## src/rtl/sensor_monitor_n_pkg.sv

```systemverilog
// Shared types and defaults for the N-channel sensor monitor.
package sensor_monitor_n_pkg;

    typedef enum logic [1:0] {
        IDLE    = 2'd0,
        MONITOR = 2'd1,
        ALERT   = 2'd2,
        PREVENT = 2'd3
    } state_e;

    localparam int         DEBOUNCE_DEF  = 4;
    localparam logic [2:0] PREV_MASK_DEF = 3'b100;
    localparam int         CNT_W         = 8;

endpackage

```

## src/rtl/sensor_monitor_n_debounce.sv

```systemverilog
// One sensor channel: debounce counter, filtered flag and event latch.
module sensor_debounce
    import sensor_monitor_n_pkg::*;
#(
    parameter int DEBOUNCE = DEBOUNCE_DEF
) (
    input  logic clk,
    input  logic rst,
    input  logic clr,
    input  logic sample,
    input  logic ack,
    output logic filt,
    output logic latched
);

    localparam logic [CNT_W-1:0] CNT_TC = CNT_W'(DEBOUNCE - 1);

    logic [CNT_W-1:0] cnt_q, cnt_d;
    logic             filt_q, filt_d;
    logic             latched_q, latched_d;

    always_comb begin
        cnt_d     = '0;
        filt_d    = filt_q;
        latched_d = latched_q;
        if (clr) begin
            filt_d    = 1'b0;
            latched_d = 1'b0;
        end else begin
            if (sample != filt_q) begin
                if (cnt_q == CNT_TC) begin
                    filt_d = ~filt_q;
                end else begin
                    cnt_d = cnt_q + 1'b1;
                end
            end
            // A rise wins over a simultaneous acknowledge.
            if (filt_d && !filt_q) begin
                latched_d = 1'b1;
            end else if (ack && !filt_q) begin
                latched_d = 1'b0;
            end
        end
    end

    always_ff @(posedge clk) begin
        if (rst) begin
            cnt_q     <= '0;
            filt_q    <= 1'b0;
            latched_q <= 1'b0;
        end else begin
            cnt_q     <= cnt_d;
            filt_q    <= filt_d;
            latched_q <= latched_d;
        end
    end

    assign filt    = filt_q;
    assign latched = latched_q;

endmodule

```

## src/rtl/sensor_monitor_n.sv

```systemverilog
// N-channel sensor alarm controller; optional buzzer silence via SENSOR_MONITOR_SILENCE_EN.
// state   | meaning
// IDLE    | monitoring off, channels held clear
// MONITOR | enabled, nothing latched
// ALERT   | at least one ALERT-class channel latched
// PREVENT | only PREVENTION-class channels latched
module sensor_monitor_n
    import sensor_monitor_n_pkg::*;
#(
    parameter int              N_CH      = 3,
    parameter int              DEBOUNCE  = DEBOUNCE_DEF,
    parameter logic [N_CH-1:0] PREV_MASK = N_CH'(PREV_MASK_DEF),
    parameter int              CH_W      = (N_CH > 1) ? $clog2(N_CH) : 1
) (
    input  logic            clk,
    input  logic            rst,
    input  logic            interruptor,
    input  logic [N_CH-1:0] sensor,
    input  logic            ack,
    output logic            LEDalerta,
    output logic            LEDprevencion,
    output logic            LEDnormal,
    output logic            alarma_alerta,
    output logic            alarma_prevencion,
    output logic [N_CH-1:0] latched,
    output logic [CH_W-1:0] first_ch
);

    state_e            state_q, state_d;
    logic [CH_W-1:0]   first_ch_q, first_ch_d;
    logic [N_CH-1:0]   filt_w;
    logic [N_CH-1:0]   latched_w;
    logic              clr;
    logic              buz_mute;
    logic              found_a, found_p;
    logic [CH_W-1:0]   ch_a, ch_p;

    for (genvar g = 0; g < N_CH; g++) begin : g_ch
        sensor_debounce #(.DEBOUNCE(DEBOUNCE)) u_deb (
            .clk     (clk),
            .rst     (rst),
            .clr     (clr),
            .sample  (sensor[g]),
            .ack     (ack),
            .filt    (filt_w[g]),
            .latched (latched_w[g])
        );
    end

    always_comb begin
        state_d = state_q;
        case (state_q)
            IDLE: begin
                if (interruptor) state_d = MONITOR;
            end
            default: begin
                if (!interruptor)                      state_d = IDLE;
                else if (|(latched_w & ~PREV_MASK))   state_d = ALERT;
                else if (|(latched_w & PREV_MASK))    state_d = PREVENT;
                else                                  state_d = MONITOR;
            end
        endcase
    end

    // Channels only run while monitoring is established and continuing.
    assign clr = (state_q == IDLE) || (state_d == IDLE);

    always_comb begin
        found_a    = 1'b0;
        found_p    = 1'b0;
        ch_a       = '0;
        ch_p       = '0;
        first_ch_d = '0;
        for (int i = N_CH - 1; i >= 0; i--) begin
            if (latched_w[i] && !PREV_MASK[i]) begin
                found_a = 1'b1;
                ch_a    = CH_W'(i);
            end
            if (latched_w[i] && PREV_MASK[i]) begin
                found_p = 1'b1;
                ch_p    = CH_W'(i);
            end
        end
        if (state_d != IDLE) begin
            if (found_a)      first_ch_d = ch_a;
            else if (found_p) first_ch_d = ch_p;
        end
    end

    always_ff @(posedge clk) begin
        if (rst) begin
            state_q    <= IDLE;
            first_ch_q <= '0;
        end else begin
            state_q    <= state_d;
            first_ch_q <= first_ch_d;
        end
    end

`ifdef SENSOR_MONITOR_SILENCE_EN
    logic            silenced_q, silenced_d;
    logic [N_CH-1:0] lat_prev_q;

    always_comb begin
        silenced_d = silenced_q;
        if (|(latched_w & ~lat_prev_q) || !(state_d inside {ALERT, PREVENT})) begin
            silenced_d = 1'b0;
        end else if (ack && (state_q inside {ALERT, PREVENT}) && |(latched_w & filt_w)) begin
            silenced_d = 1'b1;
        end
    end

    always_ff @(posedge clk) begin
        if (rst) begin
            silenced_q <= 1'b0;
            lat_prev_q <= '0;
        end else begin
            silenced_q <= silenced_d;
            lat_prev_q <= latched_w;
        end
    end

    assign buz_mute = silenced_q;
`else
    logic unused_filt;
    assign unused_filt = ^filt_w;
    assign buz_mute    = 1'b0;
`endif

    always_comb begin
        LEDalerta         = 1'b0;
        LEDprevencion     = 1'b0;
        LEDnormal         = 1'b0;
        alarma_alerta     = 1'b0;
        alarma_prevencion = 1'b0;
        case (state_q)
            MONITOR: LEDnormal = 1'b1;
            ALERT: begin
                LEDalerta     = 1'b1;
                alarma_alerta = !buz_mute;
            end
            PREVENT: begin
                LEDprevencion     = 1'b1;
                alarma_prevencion = !buz_mute;
            end
            default: ;
        endcase
    end

    assign latched  = latched_w;
    assign first_ch = first_ch_q;

endmodule
```

## config.mk

```make
export PLATFORM = sky130hd
export DESIGN_NAME = sensor_monitor_n
export DESIGN_NICKNAME = d
export VERILOG_FILES = /design/src/rtl/sensor_monitor_n_pkg.sv /design/src/rtl/sensor_monitor_n_debounce.sv /design/src/rtl/sensor_monitor_n.sv
export SDC_FILE = /design/constraint.sdc
export NUM_CORES = 1
export LEC_CHECK = 0
export CAP_MARGIN = 20
export CORE_MARGIN = 1
export CORE_UTILIZATION = 48
export CTS_CLUSTER_SIZE = 40
export DETAILED_ROUTE_END_ITERATION = 7
export PLACE_DENSITY = 0.7
export SKIP_CTS_REPAIR_TIMING = 1
export SYNTH_ARGS = -nofsm -noshare
export SYNTH_HDL_FRONTEND = slang
export SYNTH_HIERARCHICAL = 1
export SYNTH_SLANG_ARGS = --single-unit
```

## constraint.sdc

```tcl
create_clock -name clk -period 2.9 [get_ports clk]
set_clock_uncertainty 0.1 [all_clocks]
set_input_delay 0.29 -clock clk [delete_from_list [all_inputs] [get_ports clk]]
set_output_delay 0.29 -clock clk [all_outputs]
set_load 0.03 [all_outputs]
```

# Yosys cells after proc, flatten, opt, wreduce, memory -nomap -nowiden
# Index checks and enable logic that the tools add are counted.
# classes
eq_ne	9
bitwise_logic	7
order_cmp	0
n_mux	31
multipliers	0
n_reduce_logical	22
add_sub_neg	3
div_mod_pow	0
shift	0
# op_table
op	count
adder 8 x 1 -> 8 bit (second input constant)	3
== test 8 x 2 -> 1 bit (second input constant)	3
2-to-1 mux 1 bit	22
2-to-1 mux 2 bit	9
OR reduction 4 bit	3
nonzero test 2 bit	4
inverter 1 bit	7
logical AND 1 bit	6
OR reduction 2 bit	3
== test 2 bit (second input constant)	2
logical NOT 2 bit	2
logical NOT 1 bit	3
!= test 1 bit	3
== test 2 x 1 -> 1 bit (second input constant)	1
logical OR 1 bit	1
# word_totals
ff_bits	34
latch_bits	0
n_memories	0
mem_bits_rw	0
mem_bits_ro	0

# Longest topological paths before layout
# Gate-level depths: netlist of the first run.
# logic_depth
word_depth	9
depth_mapped	4
ltp_nobuf	4

# Modules after synthesis
# The synthesis of the first run kept the hierarchy.
# modules_own_cells
module	instances	area_each_um2	cells_per_inst	seq_area_each_um2
sensor_debounce	3	444.2	50	200.2
sensor_monitor_n	1	197.7	19	80.1

# Worst setup path after synthesis of the first run
# Ideal clock, no wire load.
# synth_timing
path_type	reg2reg
from	reg g_ch[0].u_deb.cnt_q[0]
to	reg g_ch[0].u_deb.cnt_q[2]
arrival_time_ps	1310
required_ps	2676
period_less_slack_ps	1534
stages_incl_launch_ff	5
path_buffers	0
slack_ps	1366
path_cell_list	dfxtp_1 ha_1 or3b_2 o211ai_2 nor2_1
# synth_via
elab_chain_len	2
elab_cells_between_ends	3
classes_between	1 x add/sub; 1 x eq/ne; 1 x reduce/logical
# synth_rtl
item	line	text
start, declared	sensor_monitor_n_debounce.sv:18	logic [CNT_W-1:0] cnt_q, cnt_d;
start signal, assigned	sensor_monitor_n_debounce.sv:52	cnt_q <= cnt_d;
branches (longest 2 deep; another with adder 8 x 1 -> 8 bit)	--	
# Several ways; the timed one is not identified.
# A chain may end at the register's enable or synchronous reset.

# Final worst setup path of the first run
# layout_timing
from	reg state_q[1]
to	out LEDalerta
# layout_via
elab_chain_len	2
# layout_rtl
item	line	text
start, declared	sensor_monitor_n.sv:29	state_e state_q, state_d;
start signal, assigned	sensor_monitor_n.sv:95	state_q <= state_d;
== test 2 bit	sensor_monitor_n.sv:136	case (state_q)
2-to-1 mux 1 bit	sensor_monitor_n.sv:136	
end, declared	sensor_monitor_n.sv:20	output logic LEDalerta,
# No other way between the ends.

==> results of run 1 <==
==> cell families (layout without fill, tap and decap cells) <==
logic type,Yosys count,in the layout
flops,34,34
xor+xnor,12,12
compound gates,35,35
simple gates,73,73
fa+ha+maj,3,3
buf+inv,12,33
==> synth_stat cells, types with 4 or more instances <==
cell type	instances	area (um^2)
a21boi_0	6	45.04
xnor2_1	6	52.55
inv_1	9	33.78
o21ai_0	16	80.08
nand3_1	12	60.06
nor2_1	20	75.07
nor3b_1	4	30.03
xor2_1	6	52.55
dfxtp_1	34	680.7
or3_1	9	56.30
nand2_1	6	22.52
a21oi_1	9	45.04
==> path summary, 6_finish.rpt <==
check | cells after the start | end
setup / recovery | 2 | LEDalerta
hold / removal | 1 | g_ch[2].u_deb/cnt_q[0]$_SDFF_PP0_
setup reg to reg | 4 | g_ch[0].u_deb/cnt_q[2]$_SDFF_PP0_
hold reg to reg | 1 | g_ch[2].u_deb/cnt_q[0]$_SDFF_PP0_
==> final cells by class <==
cell class              instances  area share, %
well taps                      44          3.088
clock inverters                 1         0.2807
clock buffers                   7          3.088
flip-flops and latches         34          38.18
inverters                       9          1.895
repair buffers                 16          8.982
multi-input cells             123          44.49
==> flip-flops by register name, indices dropped and copies added (netlist names) <==
name	count
state_q	2
g_ch.u_deb/cnt_q	24
first_ch	2
g_ch.u_deb/filt	3
g_ch.u_deb/latched	3
==> metal layers <==
layer,GRT usage [%],wire [um],up-vias
li1,-,-,639
met1,23.14,1274,563
met2,27.59,1195,20
met3,6.813,137,4
met4,7.143,37,0
met5,0,0,-
==> power by group through the flow <==
stage	Sequential, mW	Combinational, mW	Clock (mW)
2_1_floorplan	0.480	0.0120	0
3_3_place_gp	0.480	0.0259	0
3_5_place_dp	0.480	0.0264	0
4_1_cts	0.470	0.0266	0.281
5_1_grt	0.470	0.0290	0.308
6_report	0.470	0.0265	0.269
==> results.tsv, run 1 <==
metric	value	unit
Place WS	1.104	ns
Reg area	680.7	um^2
worst flop-to-flop path startpoint	g_ch[0].u_deb/cnt_q[0]$_SDFF_PP0_	
FFs w/ async S/R, synth	0	%
vias in the first global route	1118	
H-tree depth	2	
DR iter-0 viols	53	
Post-Synth Adder-Cell Area	2.453	%
CP arrival	1.61	ns
Seq pwr share	61.4	%
final hold vios	0	
Hold WC Path Type	reg -> reg	
synthesized cell area	1530	um^2
CTS Buffer Depth	2	
IO Pins	17	
WL final	2645	um
PwrDens	429.0	nW/um^2
TNS Setup	0	ns
DR vias/cell	5.239	
Site Rows	20	
Final ANT Viol Nets	0	
Worst-path clk slew	0.10	ns
leakage dissipation	0.5774	nW
Die Ht	58.46	um
synthesized area per cell	9.055	um^2
Root Buffer	clkbuf_4	
first-pass GRT wire length	4671	um
DPL Wire Length	2003	um
WP buf/inv	1	
fillers	279	
outcome	complete, no violations	
area of the multi-input gates	793.3	um^2
Internal	598.8	uW
Synth Area in Compound Gates	14.15	%
reg-to-reg slack, setup	1.20	ns
drc violations	0	
largest net degree at the start of global routing	11	
Placed Cells	226	
Buffers on Ports	16	
DR vias	1226	
Syn Inst Count	169	
initial antenna violation count	0	
f_max	0.5012	GHz
CTS tree	built	
min-delay src	g_ch[2].u_deb/cnt_q[0]$_SDFF_PP0_	
Max Cap Violations	0	
Die Area	3418	um^2
NetSw	166.2	uW
Worst-Margin Slew	0.3836	ns
CP startpoint	state_q[1]$_SDFF_PP0_	
Crit path max-delay family	buffers and inverters	
max_slew headroom	74.19	%
Final Cycle Share	68.80	%
worst setup margin	0.9047	ns
Max Slew Vio Count	0	
unique cell type count in the Yosys netlist	26	
post-synthesis sequential area ratio	44.48	%
commonest cells after routing, fill and taps aside	34 x dfxtp_1, 20 x nor2_1, 16 x o21ai_0, 16 x clkdlybuf4s50_1, 12 x nand3_1	
critical path, cell by cell	nor2b_1 > clkdlybuf4s50_1	
Setup violations, final	0	
Worst VDD drop	0.2389	mV
Worst-Skew Late Latency	0.33	ns
minimum clock period	1.995	ns
Worst path slowest cell	clkdlybuf4s50_1	
Syn-to-layout area delta	16.52	%
Pre-antenna DRT Iters	4	
Synth Area in XOR/XNOR	6.868	%
Post-DP Area	1723	um^2
commonest non-fill, non-tap cell in the layout	dfxtp_1	
ant diodes	0	
wire per inst	11.30	um
CP Capture Type	output pin	
Combinational Power Share	3.5	%
CP max stage delay	0.69	ns
Min Hold Slack	0.3694	ns
Starting Density	50.54	%
critical path fanouts, max	6	
GRT Total Usage	18.07	%
GRT overflow	0	
# clock sinks	34	
share of layout cells above drive strength 1	9.474	%
CTS Buf Count	5	
Core ar.	3028	um^2
CP Launch Type	register	
final non-filler cell total	234	
mux contribution to synthesized area	0	%
setup repair after global routing missed its margin	false	
WS Path Type	reg -> out	
power share of the clock group	35.1	%
Synth Warn #	6	
worst path required time	2.51	ns
largest family of logic cells by synthesized area	simple AND/OR/NAND/NOR gates	
number of synthesized register bits	34	
syn_nets	179	
number of flops mapped to enable cells by yosys	0	
Nets	199	
Die Span X	58.46	um
Post-Synth Simple-Gate Area	28.37	%
sw frac	21.72	%
Final Core Density	58.88	%
Final Cell Area	1783	um^2
Power Total	765.0	uW
Main synth FF type	dfxtp_1	
routability congestion estimate	0.7858	
No activity file was read; power rests on OpenSTA's default activity.
==> run 2, diff against run 1 <==
- PLACE_DENSITY: 0.7 -> 0.72
- clock period: 2.9 -> 1.6 ns (I/O delays scaled with it)
==> run 2 against run 1 <==
Clock power grew 80%. Power grew 81%. Critical endpoint is now g_ch[0].u_deb/cnt_q[7]$_SDFF_PP0_. Via count grew 6.3%. Combinational power grew 110%. Sequential share of layout area shrank 3.6 points.
==> results.tsv, run 2 (synthesis results as in run 1) <==
metric	value	unit
Worst VDD drop	0.6509	mV
DR vias	1303	
max FFs per register	24	
largest net degree at the start of global routing	11	
area of the multi-input gates	829.5	um^2
Syn-to-layout area delta	29.03	%
Hold WC Path Type	in -> reg	
R2R depth	4	
met2 usage	30.87	%
IO Pins	17	
Crit path max-delay family	simple AND/OR/NAND/NOR gates	
DPL Wire Length	2262	um
hold endpoint	g_ch[1].u_deb/filt$_SDFF_PP0_	
drc violations	0	
vias in the first global route	1204	
Final Cycle Share	94.00	%
Worst-path clk slew	0.10	ns
critical path fanouts, max	6	
ant diodes	0	
WL final	2923	um
GRT Total Usage	19.11	%
min-delay src	sensor[1]	
minimum clock period	1.504	ns
CTS Buffer Depth	2	
commonest non-fill, non-tap cell in the layout	dfxtp_1	
Worst-Skew Late Latency	0.33	ns
critical path, cell by cell	ha_2 > or3b_4 > o211ai_4 > a21oi_1	
Starting Density	50.54	%
Seq pwr share	61.3	%
Die Ht	58.46	um
Die Span X	58.46	um
share of layout cells above drive strength 1	18.36	%
DR iter-0 viols	45	
Internal	1.089	mW
GR peak layer	met2	
r2r endpoint	g_ch[0].u_deb/cnt_q[7]$_SDFF_PP0_	
Die Area	3418	um^2
max_slew headroom	70.27	%
Top reg by flops	g_ch.u_deb/cnt_q	
Worst-Margin Slew	0.4419	ns
CTS Buf Count	5	
initial antenna violation count	0	
Hold Path Depth	3	
CP Capture Type	register	
Final ANT Viol Nets	0	
Power Total	1.388	mW
final hold vios	0	
Root Buffer	clkbuf_4	
sw frac	21.55	%
Nets	216	
Max Slew Vio Count	0	
Combinational Power Share	3.9	%
NetSw	299.0	uW
Site Rows	20	
Core ar.	3028	um^2
routability congestion estimate	0.8369	
commonest cells after routing, fill and taps aside	32 x dfxtp_1, 20 x nor2_1, 17 x buf_4, 16 x o21ai_0, 12 x nand3_1	
final non-filler cell total	251	
Final Core Density	65.21	%
Setup violations, final	0	
global routing usage on met3	5.495	%
worst path required time	1.71	ns
WP buf/inv	0	
setup repair after global routing missed its margin	false	
Pre-antenna DRT Iters	5	
WS Path Type	reg -> reg	
outcome	complete, no violations	
worst setup margin	0.09597	ns
Buffers on Ports	16	
fillers	256	
CP Launch Type	register	
Max Cap Violations	0	
f_max	0.6649	GHz
reg-to-reg slack, setup	0.1	ns
CP max stage delay	0.40	ns
CP arrival	1.61	ns
met1 Usage GRT	22.90	%
power share of the clock group	34.8	%
Reg area	683.2	um^2
PwrDens	703.0	nW/um^2
CTS tree	built	
H-tree depth	2	
leakage dissipation	0.8587	nW
GRT overflow	0	
# clock sinks	34	
DR vias/cell	5.191	
worst flop-to-flop path startpoint	g_ch[0].u_deb/cnt_q[0]$_SDFF_PP0_	
first-pass GRT wire length	4912	um
Place WS	-0.01088	ns
Worst path slowest cell	or3b_4	
wire per inst	11.65	um
Placed Cells	243	
Min Hold Slack	0.3767	ns
-- run 2: cell types whose count changed in the layout (fill, tap and decap cells not counted), sizes merged --
cell,change
buf,+17
clkdlybuf4s50,-10
dlymetal6s2s,+10
-- run 2: power groups by stage --
stage          clock network (mW)  registers, mW  logic [mW]
6_report                    0.483          0.851      0.0545
2_1_floorplan                   0          0.870      0.0218
4_1_cts                     0.502          0.851      0.0522
3_5_place_dp                    0          0.871      0.0520
5_1_grt                     0.537          0.852      0.0590
3_3_place_gp                    0          0.870      0.0510
-- run 2: cell type report --
| class | count | share of cell area, % |
|---|---|---|
| clock inverter | 1 | 0.2535 |
| clock buffer | 7 | 2.788 |
| multi-input combinational | 123 | 42.02 |
| sequential | 34 | 34.60 |
| tap | 44 | 2.788 |
| timing repair buffer | 33 | 15.84 |
| inverter | 9 | 1.711 |
-- run 2: through the flow --
stage / setup TNS, ns / cell area (um^2)
after floorplan: 0 / 1530
after global placement: 0 / 1851
after detailed placement: -0.03707 / 1851
after CTS: -1.603 / 1911
after global routing: 0 / 1974
final: 0 / 1974
-- run 2: how the worst max path moves through the flow --
stage	cells past startpoint	slack, ns	to	startpoint
after global routing	4	0.02	g_ch[0].u_deb/cnt_q[2]$_SDFF_PP0_	g_ch[0].u_deb/cnt_q[0]$_SDFF_PP0_
after detailed placement	4	-0.01	g_ch[1].u_deb/cnt_q[2]$_SDFF_PP0_	g_ch[1].u_deb/cnt_q[1]$_SDFF_PP0_
final	4	0.1	g_ch[0].u_deb/cnt_q[7]$_SDFF_PP0_	g_ch[0].u_deb/cnt_q[0]$_SDFF_PP0_
after global placement	5	0.03	g_ch[1].u_deb/cnt_q[7]$_SDFF_PP0_	interruptor
after floorplan	4	0.07	g_ch[0].u_deb/cnt_q[2]$_SDFF_PP0_	g_ch[0].u_deb/cnt_q[0]$_SDFF_PP0_
after CTS	2	-0.28	LEDalerta	state_q[1]$_SDFF_PP0_
-- run 2: routing by layer --
metal	up-vias	share of wire, %
li1	674	-
met1	593	46
met2	29	46
met3	7	5.5
met4	0	2.0
met5	-	0
-- run 2: worst min-delay path, cell delays in order --
cell,delay [ns]
clkdlybuf4s50_1,0.45
nand3_1,0.09
a21boi_0,0.07
==> run 3, diff against run 2 <==
- CTS_BUF_LIST: not set -> sky130_fd_sc_hd__clkbuf_8
==> run 3 against run 2 <==
Wire length grew 2.5%. Combinational power is essentially flat. Fmax shrank 1.0%. Sequential power is essentially flat. Sequential cell count is the same. Final cell count is the same. Critical path depth shrank 3. Largest cell class unchanged.
==> results.tsv, run 3 (synthesis results as in run 1) <==
metric	value	unit
outcome	complete, no violations	
CTS Buf Count	5	
Final Cycle Share	94.98	%
Hold WC Path Type	reg -> reg	
Worst path slowest cell	clkdlybuf4s50_1	
GRT Total Usage	19.43	%
Die Area	3418	um^2
worst path required time	1.34	ns
largest net degree at the start of global routing	11	
Min Hold Slack	0.3984	ns
Die Ht	58.46	um
CP arrival	1.26	ns
DR vias/cell	5.235	
Max Slew Vio Count	0	
ant diodes	0	
Placed Cells	243	
Max Cap Violations	0	
vias in the first global route	1190	
Starting Density	50.54	%
share of layout cells above drive strength 1	18.84	%
worst setup margin	0.08027	ns
Power Total	1.546	mW
Crit path max-delay family	buffers and inverters	
Place WS	-0.01088	ns
setup repair after global routing missed its margin	false	
Worst-Margin Slew	0.4333	ns
WS Path Type	reg -> out	
CP Launch Type	register	
max FFs per register	24	
CP Capture Type	output pin	
commonest cells after routing, fill and taps aside	32 x dfxtp_1, 20 x nor2_1, 17 x buf_4, 16 x o21ai_0, 12 x nand3_1	
# clock sinks	34	
final non-filler cell total	251	
wire per inst	11.94	um
IO Pins	17	
TNS Setup	0	ns
critical path, cell by cell	clkdlybuf4s50_1	
CTS tree	built	
routability congestion estimate	0.8369	
first-pass GRT wire length	4947	um
Die Span X	58.46	um
Buffers on Ports	16	
critical path fanouts, max	1	
DR iter-0 viols	62	
leakage dissipation	0.8351	nW
Worst-Skew Late Latency	0.29	ns
Worst VDD drop	0.6950	mV
final hold vios	0	
Syn-to-layout area delta	30.91	%
DPL Wire Length	2262	um
Root Buffer	clkbuf_8	
Worst-path clk slew	0.07	ns
WP buf/inv	1	
f_max	0.6580	GHz
Core ar.	3028	um^2
PwrDens	771.7	nW/um^2
Setup violations, final	0	
Site Rows	20	
CP max stage delay	0.66	ns
Nets	216	
Top reg by flops	g_ch.u_deb/cnt_q	
H-tree depth	2	
max_slew headroom	70.85	%
WL final	2996	um
commonest non-fill, non-tap cell in the layout	dfxtp_1	
GRT overflow	0	
minimum clock period	1.520	ns
CTS Buffer Depth	2	
initial antenna violation count	0	
drc violations	0	
Pre-antenna DRT Iters	5	
DR vias	1314	
Final ANT Viol Nets	0	
[run 3: cell types whose count changed in the layout (fill, tap and decap cells not counted), sizes merged]
cell | before | now
inv | 9 | 10
clkdlybuf4s50 | 6 | 8
dlymetal6s2s | 10 | 8
clkbuf | 7 | 6
[run 3: per-layer routing]
| metal | GRT usage [%] | up-vias | part of all wire (%) | wire, um |
|---|---|---|---|---|
| met2 | 31.36 | 27 | 47 | 1396 |
| met3 | 7.473 | 4 | 5.7 | 171 |
| met1 | 23.17 | 609 | 47 | 1404 |
| met5 | 0 | - | 0 | 0 |
| li1 | - | 674 | - | - |
| met4 | 8.163 | 0 | 0.80 | 24 |
[run 3: area by class of cell]
cell class	instances	area, um^2
Sequential cell	34	683.2
Timing Repair Buffer	33	307.8
Tap cell	44	55.05
Clock inverter	2	8.758
Clock buffer	6	82.58
Fill cell	251	1025
Inverter	9	33.78
Multi-Input combinational cell	123	832.0
[run 3: final timing paths]
check,from,end,slack [ns],cells after the start
worst max-delay path,first_ch[1]$_SDFF_PP0_,first_ch[1],0.08,1
worst min-delay path,g_ch[2].u_deb/latched$_SDFFE_PP0P_,first_ch[1]$_SDFF_PP0_,0.40,1
worst max register to register,g_ch[0].u_deb/cnt_q[0]$_SDFF_PP0_,g_ch[0].u_deb/cnt_q[2]$_SDFF_PP0_,0.10,4
worst min register to register,g_ch[2].u_deb/latched$_SDFFE_PP0P_,first_ch[1]$_SDFF_PP0_,0.40,1
[run 3: report_power, final]
| group | leakage, nW | internal [mW] | switching, mW | total [mW] |
|---|---|---|---|---|
| clock network | 0.0524 | 0.340 | 0.299 | 0.640 |
| logic | 0.508 | 0.0276 | 0.0270 | 0.0546 |
| registers | 0.275 | 0.849 | 0.00256 | 0.851 |
[run 3: stage by stage]
step           area (um^2)  utilization (%)
6_report              2003            66.16
5_1_grt               2003            66.16
3_3_place_gp          1851            61.12
3_5_place_dp          1851            61.12
2_1_floorplan         1530                -
4_1_cts               1942            64.13
